--- src/rtl/mio_bus_ctrl.sv ---
// Memory/IO bus controller: decodes CPU requests to RAM, GPIO or counter and returns MIO_ready.
// Latency: RAM reads complete in RAM_WAIT+1 cycles; all other accesses complete in 1 cycle.
// Backpressure: the requester holds addr/data until MIO_ready; one IDLE cycle separates accesses.
module mio_bus_ctrl #(
  // RAM read wait cycles; meaningful range is 1..15 (4-bit wait counter)
  parameter int unsigned RAM_WAIT = 2
) (
  input  logic        clk,
  input  logic        reset,
  input  logic        MemRead,
  input  logic        MemWrite,
  input  logic        CPU_MIO,
  input  logic [31:0] addr,
  input  logic [31:0] data_from_cpu,
  output logic [31:0] data_to_cpu,
  output logic        MIO_ready,
  output logic [9:0]  ram_addr,
  output logic        ram_we,
  output logic [31:0] ram_din,
  input  logic [31:0] ram_dout,
  input  logic [31:0] gpio_in,
  output logic [31:0] gpio_out,
  output logic        counter_we,
  output logic [31:0] counter_din,
  input  logic [31:0] counter_val
);

  typedef enum logic [1:0] {
    S_IDLE = 2'd0,
    S_WAIT = 2'd1,
    S_DONE = 2'd2
  } state_t;

  typedef enum logic [1:0] {
    T_RAM  = 2'd0,
    T_GPIO = 2'd1,
    T_CNT  = 2'd2,
    T_NONE = 2'd3
  } tgt_t;

  localparam logic [3:0] WAIT_LOAD = 4'(RAM_WAIT - 1);

  state_t      state_q, state_d;
  tgt_t        tgt_q, tgt_dec;
  logic        wr_q;
  logic [3:0]  wait_cnt_q, wait_cnt_d;
  logic        req, is_wr, is_rd;
  logic        latch_req;
  logic        data_load;
  logic [31:0] data_d;
  logic        gpio_load;
  logic        unused_addr_bits;

  // Byte-offset bits are irrelevant for a word-wide bus.
  assign unused_addr_bits = ^addr[1:0];

  // Pass-through paths to the RAM and counter.
  assign ram_addr    = addr[11:2];
  assign ram_din     = data_from_cpu;
  assign counter_din = data_from_cpu;

  // Request qualification; simultaneous read and write counts as a write.
  assign req   = CPU_MIO & (MemRead | MemWrite);
  assign is_wr = MemWrite;
  assign is_rd = MemRead & ~MemWrite;

  // Address decode into a target.
  always_comb begin
    tgt_dec = T_NONE;
    if (addr[31:12] == 20'd0) begin
      tgt_dec = T_RAM;
    end else if (addr[31:28] == 4'hE) begin
      tgt_dec = T_GPIO;
    end else if (addr[31:28] == 4'hF) begin
      tgt_dec = T_CNT;
    end
  end

  // Next-state, side-effect selection and registered-only strobes.
  always_comb begin
    state_d    = state_q;
    wait_cnt_d = wait_cnt_q;
    latch_req  = 1'b0;
    data_load  = 1'b0;
    data_d     = data_to_cpu;
    gpio_load  = 1'b0;
    MIO_ready  = 1'b0;
    ram_we     = 1'b0;
    counter_we = 1'b0;
    case (state_q)
      S_IDLE: begin
        if (req) begin
          latch_req = 1'b1;
          if (is_rd && tgt_dec == T_RAM) begin
            wait_cnt_d = WAIT_LOAD;
            state_d    = S_WAIT;
          end else begin
            state_d = S_DONE;
          end
          if (is_rd) begin
            case (tgt_dec)
              T_GPIO:  begin data_load = 1'b1; data_d = gpio_in;     end
              T_CNT:   begin data_load = 1'b1; data_d = counter_val; end
              T_NONE:  begin data_load = 1'b1; data_d = 32'd0;       end
              default: data_load = 1'b0;
            endcase
          end
          if (is_wr && tgt_dec == T_GPIO) begin
            gpio_load = 1'b1;
          end
        end
      end
      S_WAIT: begin
        if (wait_cnt_q == 4'd0) begin
          data_load = 1'b1;
          data_d    = ram_dout;
          state_d   = S_DONE;
        end else begin
          wait_cnt_d = wait_cnt_q - 4'd1;
        end
      end
      S_DONE: begin
        // Strobes depend only on registered state so no input reaches them.
        MIO_ready  = 1'b1;
        ram_we     = wr_q && (tgt_q == T_RAM);
        counter_we = wr_q && (tgt_q == T_CNT);
        state_d    = S_IDLE;
      end
      default: state_d = S_IDLE;
    endcase
  end

  // State, wait counter and latched request attributes; reset aborts any access.
  always_ff @(posedge clk) begin
    if (!reset) begin
      state_q    <= S_IDLE;
      wait_cnt_q <= 4'd0;
      tgt_q      <= T_NONE;
      wr_q       <= 1'b0;
    end else begin
      state_q    <= state_d;
      wait_cnt_q <= wait_cnt_d;
      if (latch_req) begin
        tgt_q <= tgt_dec;
        wr_q  <= is_wr;
      end
    end
  end

  // Read data register: updated only when a read completes, held otherwise.
  always_ff @(posedge clk) begin
    if (!reset) begin
      data_to_cpu <= 32'd0;
    end else if (data_load) begin
      data_to_cpu <= data_d;
    end
  end

  // GPIO output register, written on the accepting edge of a GPIO write.
  always_ff @(posedge clk) begin
    if (!reset) begin
      gpio_out <= 32'd0;
    end else if (gpio_load) begin
      gpio_out <= data_from_cpu;
    end
  end

endmodule

--- config.mk ---
export PLATFORM = sky130hd
export DESIGN_NAME = mio_bus_ctrl
export DESIGN_NICKNAME = d
export VERILOG_FILES = /design/src/rtl/mio_bus_ctrl.sv
export SDC_FILE = /design/constraint.sdc
export NUM_CORES = 1
export LEC_CHECK = 0
export ABC_AREA = 1
export BUFFER_PORTS_ARGS = -buffer_cell sky130_fd_sc_hd__clkbuf_2
export CAP_MARGIN = 10
export CORE_AREA = 2 2 117 119
export CTS_CLUSTER_SIZE = 20
export DETAILED_ROUTE_END_ITERATION = 16
export DIE_AREA = 0 0 119 121
export PLACE_DENSITY = 0.64
export SYNTH_ARGS = -nofsm -noshare
export SYNTH_HDL_FRONTEND = slang
export SYNTH_SLANG_ARGS = --single-unit
--- constraint.sdc ---
create_clock -name clk -period 3.9 [get_ports clk]
set_input_delay 0.78 -clock clk [delete_from_list [all_inputs] [get_ports clk]]
set_output_delay 0.78 -clock clk [all_outputs]
set_load 0.005 [all_outputs]
==> results of run 1 <==
how the worst min path moves through the flow:
stage | end | cells after the start | slack (ps)
after detailed placement | wr_q | 2 | 460
after CTS | wr_q | 2 | 470
after global placement | wait_cnt_q[1] | 2 | 450
after floorplan | wait_cnt_q[1] | 2 | 440
after global routing | wait_cnt_q[0] | 2 | 480
final | wait_cnt_q[1] | 2 | 460
routing by layer:
metal,vias up,wire (um),global-route usage
met5,-,0,0
met4,0,191,0.06176
met3,14,1042,0.05028
met2,197,6643,0.3200
met1,2033,5481,0.2144
li1,2402,-,-
stage by stage:
stage	utilization	hold WS [ps]	setup WS (ps)	std cells	power (mW)
6_report	0.4346	464.4	1735	1020	1.925
5_1_grt	0.4346	480.5	1513	1020	2.030
4_1_cts	0.4346	468.8	1708	1020	1.961
3_5_place_dp	0.4100	459.5	1354	1004	1.051
3_3_place_gp	0.4100	450.1	1378	1004	1.050
2_1_floorplan	-	439.6	2107	653	0.9452
cell type report:
| cell class | count | area (um^2) | area share |
|---|---|---|---|
| clock buffer | 10 | 229.0 | 0.04026 |
| clock inverter | 6 | 92.59 | 0.01628 |
| inverter | 16 | 62.56 | 0.01100 |
| multi-input combinational | 452 | 2175 | 0.3824 |
| sequential | 73 | 1461 | 0.2570 |
| tap | 176 | 220.2 | 0.03872 |
| timing repair buffer | 287 | 1446 | 0.2543 |
sequential cells by signal, summed over array words and instances (netlist names):
| signal | cells |
|---|---|
| data_to_cpu | 32 |
| gpio_out | 32 |
| wait_cnt_q | 4 |
| state_q | 2 |
| tgt_q | 2 |
| wr_q | 1 |
cells in the final DEF (no fill, tap or decap):
master      instances
xor2_1              1
buf_4               4
clkinvlp_4          2
clkinv_1            2
nand2_4             3
nand3_4             1
nand4_1             1
o21a_1              1
o211ai_4            1
inv_2               2
xnor2_1             1
nor3_1              1
nand3b_1           32
inv_4               1
nor2_1             80
a21boi_1           17
a21oi_1            39
bufinv_16           2
nand3_1             5
a211oi_2            1
or2_2               1
clkbuf_1            1
a21boi_0           15
and2_1              1
nor4_1              1
clkbuf_2          283
clkinv_4            2
inv_1              11
o21ai_0            31
dfxtp_1            73
clkbuf_16           9
o21ai_1             4
nand4_2             1
nor2_2              1
nor2_4              3
ha_1                2
nand2_1           208
cells by family (layout without fill, tap and decap cells):
logic type,Yosys count,after routing
AO/OA/AOI/OAI,109,109
XOR/XNOR,2,2
adder cells (fa/ha/maj),2,2
buffers and inverters,128,319
flip-flops,73,73
AND/OR/NAND/NOR,339,339
worst max-delay path: stages:
cell      delay (ps)
clkbuf_2          90
nand2_1           50
inv_1             60
nand3_1          170
nor2_4           560
inv_2            410
nor2_1           200
nor2_1            60
power by group:
part,switching [mW],internal (mW)
Sequential,0.0107,0.768
Clock,0.331,0.563
Combinational,0.128,0.125
Total,0.470,1.46
==> metrics.md, run 1 <==
| Metric | Value |
|---|---|
| Drt initial violations | `between 200 and 250` |
| Largest net degree at the start of global routing | `65` |
| Post-Route WL | `~13 mm` |
| I/O pins | `306` |
| Arrival @ worst endpoint | `2390 ps` |
| Final setup viols | `0` |
| Yosys cell types | `37` |
| Mapped Nets | `820` |
| Top-count cell post-synth | `nand2_1` |
| Height of the die | `about 120 um` |
| Worst min path class | `flip-flop to flip-flop` |
| Cts hold-fix bufs | `0` |
| Min-delay src | `wait_cnt_q[1]` |
| CTS sink cnt | `73` |
| CP Class | `input port to flip-flop` |
| Number of global-route vias before repair | `4,179` |
| Multiplexer share of the synthesized area | `0` |
| Maximum clock insertion buffer count | `2` |
| Fmax | `approximately 0.46 GHz` |
| Largest family of logic cells by synthesized area | `simple AND/OR/NAND/NOR gates` |
| Seq/Total Area, Yosys | `0.3243` |
| CP endpoint kind | `flip-flop` |
| Crit-path max FO | `33` |
| CTS root buffer | `clkbuf_16` |
| Antenna fix cells | `0` |
| Power density over the cells | `~340 nW/um^2` |
| Cell taking the most area after synthesis | `dfxtp_1` |
| Worst reg2reg path startpoint | `state_q[0]` |
| Post-synthesis simple-gate area fraction | `0.3284` |
| Core area | `roughly 13,000 um^2` |
| Post-DR vias/cell | `~4.6` |
| DRC | `0` |
| Dominant synthesized flop cell | `dfxtp_1` |
| Synth top area share | `0.3243` |
| CTS clk-pin slew, worst paths | `roughly 60 ps` |
| Unrepaired setup endpoints after global routing | `false` |
| GP Congestion | `around 0.75` |
| Clk_skew | `around 6.3 ps` |
| Compound-Gate Fraction of Synth Area | `0.1446` |
| Post-DP Area | `roughly 5400 um^2` |
| Worst-margin pin slew | `~840 ps` |
| Post-CTS Setup Bufs | `0` |
| WP data required | `about 4100 ps` |
| Worst Setup EP | `gpio_out[13]` |
| Ys async rst share | `0` |
| Post-route cell area | `around 5700 um^2` |
| H-tree levels | `3` |
| # fillers | `between 1,000 and 1,500` |
| Via count | `between 4,000 and 5,000` |
| First drt pass iteration count | `4` |
| Post_cts resized | `0` |
| GRT Resource Usage Total | `0.1825` |
| Final worst path period share | `0.5551` |
| Syn Inst Count | `653` |
| Post-synthesis cell area | `approximately 4500 um^2` |
| Synth cell count leaders | `nand2_1, nor2_1, buf_4` |
| Nets | `slightly above 1,000` |
| Initial Util | `0.3444` |
| Initial antenna violation count | `0` |
| DIE AREA | `~14,000 um^2` |
| Area Growth Syn to Fin | `26.18%` |
| Outcome | `completed` |
| First-pass GRT wire length | `~21 mm` |
| R2R Path End | `gpio_out[13]` |
| Post-detailed-route count of antenna-violating nets | `0` |
| Setup tns final | `0 ps` |
| FF-to-FF path depth | `8` |
| Max-cap violation count | `0` |
| Largest cells by area after synthesis | `dfxtp_1, nand2_1, buf_4` |
| Mapped Avg Cell Area | `just under 7 um^2` |
| Num CTS Buffers | `9` |
| Yosys warns | `0` |
| Final worst path period need | `2165 ps` |
| Final hold vios | `0` |
| WL/cell | `between 10 and 15 um` |
| I/O Buffers | `283` |
| Slew Limit Fails | `0` |
| Peak VDD IR | `between 0.15 and 0.2 mV` |
| Grt total ovfl | `0` |
| Layout cell share with drive strength beyond 1 | `0.3756` |
| Die W | `around 120 um` |
| Setup crit start | `addr[30]` |
| R2r setup slk | `between 1500 and 2000 ps` |
| P_leak | `roughly 3.1 nW` |
| Post-detail-place hpwl | `9.894 mm` |
| Post-synth EDFFs | `0` |
| CP Launch Type | `input port` |
| Worst-Skew Late Latency | `330 ps` |
| CTS tree | `yes` |
| Post-synthesis xor/xnor area fraction | `0.003887` |
| Yosys reg bits | `73` |
| Row count | `42` |
| Max_slew headroom | `0.4418` |
| Post-synthesis adder-cell area fraction | `0.005552` |
No activity file was read; power rests on OpenSTA's default activity.
==> inputs of run 2 (changes only) <==
--- a/config.mk
+++ b/config.mk
@@ -8,11 +8,11 @@
 export ABC_AREA = 1
 export BUFFER_PORTS_ARGS = -buffer_cell sky130_fd_sc_hd__clkbuf_2
 export CAP_MARGIN = 10
-export CORE_AREA = 2 2 117 119
+export CORE_AREA = 2 2 119 121
 export CTS_CLUSTER_SIZE = 20
 export DETAILED_ROUTE_END_ITERATION = 16
-export DIE_AREA = 0 0 119 121
-export PLACE_DENSITY = 0.64
+export DIE_AREA = 0 0 121 123
+export PLACE_DENSITY = 0.65
 export SYNTH_ARGS = -nofsm -noshare
 export SYNTH_HDL_FRONTEND = slang
 export SYNTH_SLANG_ARGS = --single-unit
==> constraint.sdc (replaced) <==
create_clock -name clk -period 1.9 [get_ports clk]
set_input_delay 0.38 -clock clk [delete_from_list [all_inputs] [get_ports clk]]
set_output_delay 0.38 -clock clk [all_outputs]
set_load 0.005 [all_outputs]
==> metrics.md, run 2 (same netlist as run 1, synthesis figures left out) <==
| Metric | Value |
|---|---|
| Outcome | `completed` |
| P_leak | `between 3 and 4 nW` |
| Initial antenna violation count | `0` |
| Num CTS Buffers | `9` |
| Post_cts resized | `1` |
| Worst-Skew Late Latency | `~340 ps` |
| Max_slew headroom | `0.6596` |
| Worst min path class | `input port to flip-flop` |
| Setup tns final | `0 ps` |
| CP Launch Type | `flip-flop` |
| Largest registers | `data_to_cpu x32, gpio_out x32, wait_cnt_q x4` |
| Hold slack | `just under 300 ps` |
| DIE AREA | `14,880 um^2` |
| I/O pins | `about 310` |
| Grt total ovfl | `0` |
| # fillers | `around 1,500` |
| Crit-path max FO | `3` |
| Fmax | `around 0.56 GHz` |
| GRT Resource Usage Total | `0.1599` |
| Final setup viols | `0` |
| Placed Instances | `1,015` |
| Slew Limit Fails | `0` |
| Cts hold-fix bufs | `0` |
| CTS tree | `yes` |
| Drt initial violations | `between 100 and 150` |
| DRC | `0` |
| Height of the die | `approximately 120 um` |
| Register Area | `1461 um^2` |
| Antenna fix cells | `0` |
| Post-route cell area | `5824 um^2` |
| Final Non-Filler Cells | `1,031` |
| Post-DP Area | `5473 um^2` |
| CTS sink cnt | `73` |
| Post-detail-place hpwl | `approximately 9.2 mm` |
| Unrepaired setup endpoints after global routing | `false` |
| Area Growth Syn to Fin | `29.23%` |
| Final worst path period need | `1780 ps` |
| Row count | `43` |
| Post-CTS Setup Bufs | `0` |
| Tot Pwr | `between 4 and 5 mW` |
| CTS clk-pin slew, worst paths | `around 60 ps` |
| Die W | `around 120 um` |
| CP Class | `flip-flop to output port` |
| CP endpoint kind | `output port` |
| Most frequent cells in the layout | `clkbuf_2, nand2_1, nor2_1` |
| Arrival @ worst endpoint | `~1400 ps` |
| Layout cell share with drive strength beyond 1 | `0.3831` |
| Post-Route WL | `around 12 mm` |
| Clk_skew | `between 7 and 8 ps` |
| Core area | `13,610 um^2` |
| Post-detailed-route count of antenna-violating nets | `0` |
| GP Congestion | `slightly below 0.8` |
| Power density over the cells | `about 710 nW/um^2` |
| Number of global-route vias before repair | `4,099` |
| Final hold vios | `0` |
| Via count | `4,593` |
| First-pass GRT wire length | `19.06 mm` |
| Multi-input gate area | `around 2200 um^2` |
| WL/cell | `approximately 12 um` |
| Nets | `around 1,000` |
| Maximum clock insertion buffer count | `2` |
| CTS root buffer | `clkbuf_16` |
| Largest net degree at the start of global routing | `65` |
| Initial Util | `0.3311` |
| I/O Buffers | `283` |
| Worst-margin pin slew | `509.9 ps` |
| Commonest non-fill, non-tap cell in the layout | `clkbuf_2` |
| WP data required | `about 1500 ps` |
| H-tree levels | `3` |
| Peak VDD IR | `~0.37 mV` |
| Final worst path period share | `0.9368` |
| First drt pass iteration count | `6` |
| Max-cap violation count | `0` |
| Post-DR vias/cell | `between 4 and 5` |
## run 2: changes by cell type in the layout (fill, tap and decap cells not counted)
cell,change
nor2_2,+1
clkinv_4,-2
inv_6,+3
buf_4,+3
bufinv_16,+1
buf_12,+4
nor2_1,-1
clkbuf_1,-1
clkinvlp_4,-1
## run 2: layout make-up
type                       count  share of cell area
clock buffer                   9             0.03867
clock inverter                 7             0.02127
inverter                      16             0.01074
tap                          180             0.03867
sequential                    73              0.2509
timing repair buffer         294              0.2660
multi-input combinational    452              0.3738
## run 2: where the power goes
part	switching, mW	total (mW)	internal, mW
logic	0.250	0.519	0.269
registers	0.0211	1.60	1.58
clock network	0.714	2.01	1.30
total	0.985	4.13	3.14
## run 2: path summary, 6_finish.rpt
path / startpoint / to / slack, ps / cells past startpoint
max: state_q[1] / ram_we / 120 / 5
max reg2reg: state_q[0] / data_to_cpu[25] / 350 / 7
min reg2reg: wait_cnt_q[0] / wait_cnt_q[0] / 460 / 2
min: data_from_cpu[12] / gpio_out[12] / 290 / 3
## run 2: worst max-delay path, cell delays in order (launching register included)
cell	delay [ps]
dfxtp_1	370
inv_1	100
nor2_2	180
inv_1	60
nor4_1	180
clkbuf_2	170
## run 2: routing by layer
layer / GRT usage / vias up / share of wire
li1: - / 2400 / -
met3: 0.03644 / 17 / 0.067
met1: 0.1908 / 2018 / 0.44
met4: 0.07267 / 0 / 0.019
met5: 0 / - / 0
met2: 0.2739 / 158 / 0.48
## run 2: stage by stage
stage	util	worst slack, ps
floorplan	-	507.2
global placement	0.4021	207.2
detailed placement	0.4021	191.8
CTS	0.4279	76.41
global route	0.4279	0.7926
finish	0.4279	120.1
